===== src/rtl/mem_access_stage.sv =====
// mem_access_stage: pipeline memory stage issuing data-memory req/ack accesses and registering MEM/WB outputs.
// Optional ack watchdog enabled by defining MEM_TIMEOUT_EN.
module mem_access_stage #(
    parameter int DATA_W         = 16,
    parameter int ADDR_W         = 16,
    parameter int RD_W           = 16,
    parameter int TIMEOUT_CYCLES = 255
) (
    input  logic              CLK,
    input  logic              Reset,
    input  logic              IRegWrite,
    input  logic              IMemRead,
    input  logic              IMemWrite,
    input  logic              IRegStore,
    input  logic [DATA_W-1:0] IALUResult,
    input  logic [DATA_W-1:0] I3rdArg,
    input  logic [RD_W-1:0]   IRd,
    output logic              DmemReq,
    output logic              DmemWe,
    output logic [ADDR_W-1:0] DmemAddr,
    output logic [DATA_W-1:0] DmemWData,
    input  logic [DATA_W-1:0] DmemRData,
    input  logic              DmemAck,
    output logic              Stall,
    output logic              ORegWrite,
    output logic              ORegStore,
    output logic [DATA_W-1:0] OResult,
    output logic [RD_W-1:0]   ORd,
    output logic              OMemErr
);
    typedef enum logic [1:0] {IDLE, REQ, DONE} state_t;
    state_t state, state_n;
    logic              mem_op;
    logic              req_n, we_n, rw_n, rs_n;
    logic [ADDR_W-1:0] addr_n;
    logic [DATA_W-1:0] wdata_n, res_n;
    logic [RD_W-1:0]   rd_n;
    logic              l_rw, l_rs, l_load, l_rw_n, l_rs_n, l_load_n;
    logic [DATA_W-1:0] l_alu, l_alu_n;
    logic [RD_W-1:0]   l_rd, l_rd_n;
`ifdef MEM_TIMEOUT_EN
    localparam int CW = $clog2(TIMEOUT_CYCLES + 1);
    logic [CW-1:0] cnt, cnt_n;
    logic          err_n;
`endif
    assign mem_op = IMemRead | IMemWrite;
    assign Stall  = (state == REQ) || (state == IDLE && mem_op);
    always_comb begin
        state_n  = state;
        req_n    = DmemReq;
        we_n     = DmemWe;
        addr_n   = DmemAddr;
        wdata_n  = DmemWData;
        rw_n     = ORegWrite;
        rs_n     = ORegStore;
        res_n    = OResult;
        rd_n     = ORd;
        l_rw_n   = l_rw;
        l_rs_n   = l_rs;
        l_load_n = l_load;
        l_alu_n  = l_alu;
        l_rd_n   = l_rd;
`ifdef MEM_TIMEOUT_EN
        cnt_n    = cnt;
        err_n    = 1'b0;
`endif
        case (state)
            IDLE: begin
                if (mem_op) begin
                    state_n  = REQ;
                    req_n    = 1'b1;
                    we_n     = IMemWrite;
                    addr_n   = IALUResult[ADDR_W-1:0];
                    wdata_n  = I3rdArg;
                    rw_n     = 1'b0;
                    l_rw_n   = IRegWrite;
                    l_rs_n   = IRegStore;
                    l_rd_n   = IRd;
                    l_alu_n  = IALUResult;
                    l_load_n = IMemRead & ~IMemWrite;
`ifdef MEM_TIMEOUT_EN
                    cnt_n    = '0;
`endif
                end else begin
                    rw_n  = IRegWrite;
                    rs_n  = IRegStore;
                    res_n = IALUResult;
                    rd_n  = IRd;
                end
            end
            REQ: begin
                rw_n = 1'b0;
                if (DmemAck) begin
                    state_n = DONE;
                    req_n   = 1'b0;
                    res_n   = l_load ? DmemRData : l_alu;
                    rw_n    = l_rw;
                    rs_n    = l_rs;
                    rd_n    = l_rd;
                end
`ifdef MEM_TIMEOUT_EN
                else if (cnt == CW'(TIMEOUT_CYCLES - 1)) begin
                    state_n = DONE;
                    req_n   = 1'b0;
                    err_n   = 1'b1;
                    res_n   = '0;
                end else begin
                    cnt_n = cnt + 1'b1;
                end
`endif
            end
            DONE: begin
                // EX/MEM advances on this edge; the held instruction already completed.
                state_n = IDLE;
                rw_n    = 1'b0;
            end
            default: state_n = IDLE;
        endcase
    end
    always_ff @(posedge CLK) begin
        if (Reset) begin
            state     <= IDLE;
            DmemReq   <= 1'b0;
            DmemWe    <= 1'b0;
            DmemAddr  <= '0;
            DmemWData <= '0;
            ORegWrite <= 1'b0;
            ORegStore <= 1'b0;
            OResult   <= '0;
            ORd       <= '0;
            l_rw      <= 1'b0;
            l_rs      <= 1'b0;
            l_load    <= 1'b0;
            l_alu     <= '0;
            l_rd      <= '0;
        end else begin
            state     <= state_n;
            DmemReq   <= req_n;
            DmemWe    <= we_n;
            DmemAddr  <= addr_n;
            DmemWData <= wdata_n;
            ORegWrite <= rw_n;
            ORegStore <= rs_n;
            OResult   <= res_n;
            ORd       <= rd_n;
            l_rw      <= l_rw_n;
            l_rs      <= l_rs_n;
            l_load    <= l_load_n;
            l_alu     <= l_alu_n;
            l_rd      <= l_rd_n;
        end
    end
`ifdef MEM_TIMEOUT_EN
    always_ff @(posedge CLK) begin
        if (Reset) begin
            cnt     <= '0;
            OMemErr <= 1'b0;
        end else begin
            cnt     <= cnt_n;
            OMemErr <= err_n;
        end
    end
`else
    assign OMemErr = 1'b0;
`endif
endmodule


===== config.mk =====
export PLATFORM = sky130hd
export DESIGN_NAME = mem_access_stage
export DESIGN_NICKNAME = d
export VERILOG_FILES = /design/src/rtl/mem_access_stage.sv
export SDC_FILE = /design/constraint.sdc
export NUM_CORES = 1
export LEC_CHECK = 0
export CAP_MARGIN = 20
export CORE_MARGIN = 2
export CORE_UTILIZATION = 35
export DETAILED_ROUTE_END_ITERATION = 8
export PLACE_DENSITY = 0.62
export SYNTH_ARGS = -nofsm -noshare
export SYNTH_HDL_FRONTEND = slang
export SYNTH_SLANG_ARGS = --single-unit

===== constraint.sdc =====
create_clock -name CLK -period 3.76 [get_ports CLK]
set_input_delay 0.564 -clock CLK [delete_from_list [all_inputs] [get_ports CLK]]
set_output_delay 0.564 -clock CLK [all_outputs]
set_load 0.05 [all_outputs]

Yosys cells after proc, flatten, opt, wreduce, memory -nomap -nowiden
Index checks and enable logic that the tools add are counted.
{ "classes": {"eq_ne": 5, "reduce_logical": 9, "mux": 19, "n_bitwise": 3} }
{ "op_table": {"columns": ["operator", "n"], "rows": [
  ["$mux W16", 5],
  ["$pmux W16 S2", 2],
  ["$mux W1", 6],
  ["$ne A2 B2 Y1 const B", 3],
  ["$reduce_and A3 Y1", 2],
  ["$mux W2", 2],
  ["$pmux W1 S2", 2],
  ["$pmux W2 S2", 1],
  ["$reduce_and A2 Y1", 2],
  ["$pmux W1 S3", 1],
  ["$reduce_bool A3 Y1", 1],
  ["$eq A2 B1 Y1 const B", 1],
  ["$eq A2 B2 Y1 const B", 1],
  ["$logic_not A2 Y1", 1],
  ["$reduce_bool A2 Y1", 1],
  ["$and A1 B1 Y1", 1],
  ["$logic_and A1 B1 Y1", 1],
  ["$logic_or A1 B1 Y1", 1],
  ["$not A1 Y1", 1],
  ["$or A1 B1 Y1", 1]
]} }
{ "totals": {"register_bits": 89, "elab_cells": 49, "out_inout_bits": 70} }

Longest topological paths before layout
{ "depth": {"ltp_word": 3, "ltp_mapped": 9, "ltp_nobuf": 5} }

Worst setup path before layout
Ideal clock, no wire load.
{ "synth_path": {"path_type": "reg-to-output", "from": "reg state[1]", "to": "out Stall", "setup_slack_ns": 1.606, "path_stages_with_launch": 6, "arrival_ns": 1.590, "required_ns": 3.196, "path_cell_list": "dfxtp_1 > inv_1 > ha_1 > clkbuf_1 > clkbuf_1 > nand2b_1"} }
{ "synth_between": {"elab_chain_len": 3} }
{ "synth_lines": {"columns": ["item", "line", "text"], "rows": [
  ["start: declaration", "32", "state_t state, state_n;"],
  ["start signal: assignment", "137", "state <= state_n;"],
  ["$logic_not A2 Y1", "47", "assign Stall = (state == REQ) || (state == IDLE && mem_op);"],
  ["$logic_and A1 B1 Y1", "47", null],
  ["$logic_or A1 B1 Y1 *", "47", null],
  ["end: declaration", "24", "output logic Stall,"]
]} }
Every way passes the cells marked *; elsewhere a longest branch is shown, timed or not.

Worst setup path in the final report
{ "layout_path": {"from": "in IMemWrite", "to": "out Stall"} }
{ "layout_between": {"elab_chain_len": 3} }
{ "layout_lines": {"columns": ["item", "line", "text"], "rows": [
  ["start: declaration", "13", "input logic IMemWrite,"],
  ["$or A1 B1 Y1", "46", "assign mem_op = IMemRead | IMemWrite;"],
  ["$logic_and A1 B1 Y1", "47", null],
  ["$logic_or A1 B1 Y1", "47", null]
]} }
Every way passes these cells.

==> results.md <==
- Outcome: finished clean
- Setup bufs post-CTS: 0
- DIE AREA: 11860 um2
- First-pass GRT wire length: about 16 mm
- Most frequent cells in the layout: 138 x clkdlybuf4s50_1, 117 x nand2_1, 89 x dfxtp_1, 54 x a21oi_1, 33 x mux2i_1
- Worst setup SP type: input port
- Maximum vdd drop: 343.2 uV
- Syn avg cell area: 8.874 um2
- N_diodes: 0
- Setup Skew: 0.01072 ns
- CTS tree: yes
- Routed len/inst: around 15 um
- Setup WS post-layout: 0.8806 ns
- Worst Path Arrival: between 2 and 2.5 ns
- Clock period minus worst slack: around 2.9 ns
- Vias post-DR: 3475
- Synth area leader: dfxtp_1
- Most frequent CP cell: clkdlybuf4s50_1
- Slew @ Worst Pin: between 1 and 1.5 ns
- DR iter-0 viols: 157
- Fin crit share: 0.7658
- Final Max Tran Viols: 0
- Synth top area share: 0.4626
- Post-route core utilization: 0.5126
- Worst setup EP type: output pin
- Initial antenna violation count: 0
- F_max: 347.3 MHz
- Crit-path max FO: 7
- # port buffers: between 100 and 150
- Area Growth Syn to Fin: 43.66%
- Slew headroom: 0.3178
- Die height: 108.9 um
- Leakage power: 2.037 nW
- Mapped cell area: 3851 um2
- EDFF count, synth: 0
- Pwr/cell area: 584.2 nW/um2
- TritonCTS Buffers: 9
- Post-synth cell types: 36
- Site Rows: 38
- Yosys reg bits: 89
- Area of the multi-input gates: 1859 um2
- Critical path type: input port to output pin
- Final nets: 626
- Critical-path cell list: clkdlybuf4s50_1 -> o21ai_4 -> nand2b_1 -> clkdlybuf4s50_1
- Max stage delay on crit path: 0.84 ns
- Clock sink count: 89
- Clock slew at reported path FFs: 0.08 ns
- FFs w/ async S/R, synth: 0
- Top post-synthesis cells by area: dfxtp_1 46%, nand2_1 11%, mux2i_1 8.6%, a21oi_1 7.0%, mux2_2 4.7%
- CP bufs+invs: 2
- Post-Route WL: 10.65 mm
- Hold-fix buffers, CTS: 0
- Worst slack, placed: 0.8927 ns
- Starting Density: 0.3568
- Sequential standard cell area: about 1800 um2
- Mapped Cells: 434
- Vias in the first global route: 3298
- CTS root buf: clkbuf_8
- DRT Pass-1 Iters: 4
- Largest net degree at the start of global routing: 73
- Proportion of layout cells with a drive suffix above 1: 0.1009
- Hold Path Class: flop to flop
- H-tree levels: 3
- Vias per cell: 5.000
- Syn_nets: 510
- RSZ-0062 raised after global routing: false
- Setup TNS: 0 ns
- CTS Buffer Depth: 2
- Crit-path slowest cell: clkdlybuf4s50_1
- Commonest non-fill, non-tap cell in the layout: clkdlybuf4s50_1
- Number of hold violations in the final report: 0
- Yosys warning count: 0
- Crit path max-delay family: buffers and inverters
- # fillers: 1038
- Ys flop type: dfxtp_1
- Max_cap viols: 0
- # setup viols final: 0
- Post-cts resize count: 0
- GRT overflow: 0
- Core area: 10790 um2
- Detailed Place HPWL: 6.917 mm
- GPL Wtd Cong: between 0.7 and 0.8
- Seq/Total Area, Yosys: 0.4626
- # IOs: 141
- Drt drc: 0
- GRT Total Usage: 0.1772
- Die X: 108.9 um
- ANT nets after route: 0
- Clock latency on the worst-skew pair: 0.36 ns
- Worst path required time: 3.20 ns
## sequential cells by signal, summed over array words and instances, names as in the netlist
name	flops
OResult	16
ORegWrite	1
DmemWData	16
state	2
DmemWe	1
ORd	16
l_rw	1
ORegStore	1
DmemReq	1
l_rd	16
l_load	1
l_alu	16
l_rs	1
## tightest hold or removal path, cell delays in order (launching register included)
cell and delay (ns):
dfxtp_1 0.31, nand2_1 0.05, a21oi_1 0.05
## layout make-up
cell class,count,share of cell area
clock buffer,12,0.02804
inverter,3,0.002035
clock inverter,4,0.01787
tap,140,0.03166
sequential,89,0.3220
timing repair buffer,146,0.2623
multi-input combinational,301,0.3360
## per-layer routing
metal | vias up | track usage | wire length (um)
met1 | 1636 | 0.2290 | 4900
met3 | 11 | 0.03108 | 562
met2 | 98 | 0.2937 | 5036
met5 | - | 0 | 0
li1 | 1730 | - | -
met4 | 0 | 0.06868 | 151
## Yosys cell counts, types with 2 or more instances
cell,n
a211oi_1,4
a211oi_2,14
a21oi_1,54
a31oi_1,17
buf_1,3
buf_2,10
buf_6,5
clkbuf_1,22
dfxtp_1,89
ha_1,5
inv_1,2
mux2_2,16
mux2i_1,33
nand2_1,117
nand2b_1,2
nor2_1,3
nor2b_1,2
nor3_1,2
o21ai_0,2
o22ai_1,16
## logic make-up after synthesis
kind of cell             after synthesis  synth area share
AO/OA/AOI/OAI                        111            0.1878
adder cells (fa/ha/maj)                5           0.01624
buffers and inverters                 44           0.05686
multiplexers                          49            0.1326
AND/OR/NAND/NOR                      135            0.1430
other                                  1         0.0009737
flip-flops                            89            0.4626
## final timing paths
| path | slack (ns) | startpoint | depth (start not counted) | end |
|---|---|---|---|---|
| setup / recovery | 0.88 | IMemWrite | 4 | Stall |
| hold / removal | 0.45 | l_rw | 2 | l_rw |
| setup reg to reg | 1.17 | state[1] | 7 | ORd[15] |
| hold reg to reg | 0.45 | l_rw | 2 | l_rw |
## power breakdown
| part | internal [mW] | switching [mW] | total (mW) | leakage [nW] |
|---|---|---|---|---|
| sequential | 1.08 | 0.0894 | 1.17 | 0.734 |
| combinational | 0.463 | 0.788 | 1.25 | 1.18 |
| clock | 0.480 | 0.336 | 0.815 | 0.127 |
| total | 2.02 | 1.21 | 3.23 | 2.04 |
## per-stage QoR
step | cell area [um2] | instances | hold WS, ns | power [mW]
after floorplan | 3851 | 434 | 0.4323 | 2.044
after global placement | 5279 | 679 | 0.4404 | 2.428
after detailed placement | 5279 | 679 | 0.4475 | 2.447
after CTS | 5533 | 695 | 0.4600 | 3.267
after global routing | 5533 | 695 | 0.4751 | 3.382
final | 5533 | 695 | 0.4537 | 3.232
Power figures use the tool's default switching activity.
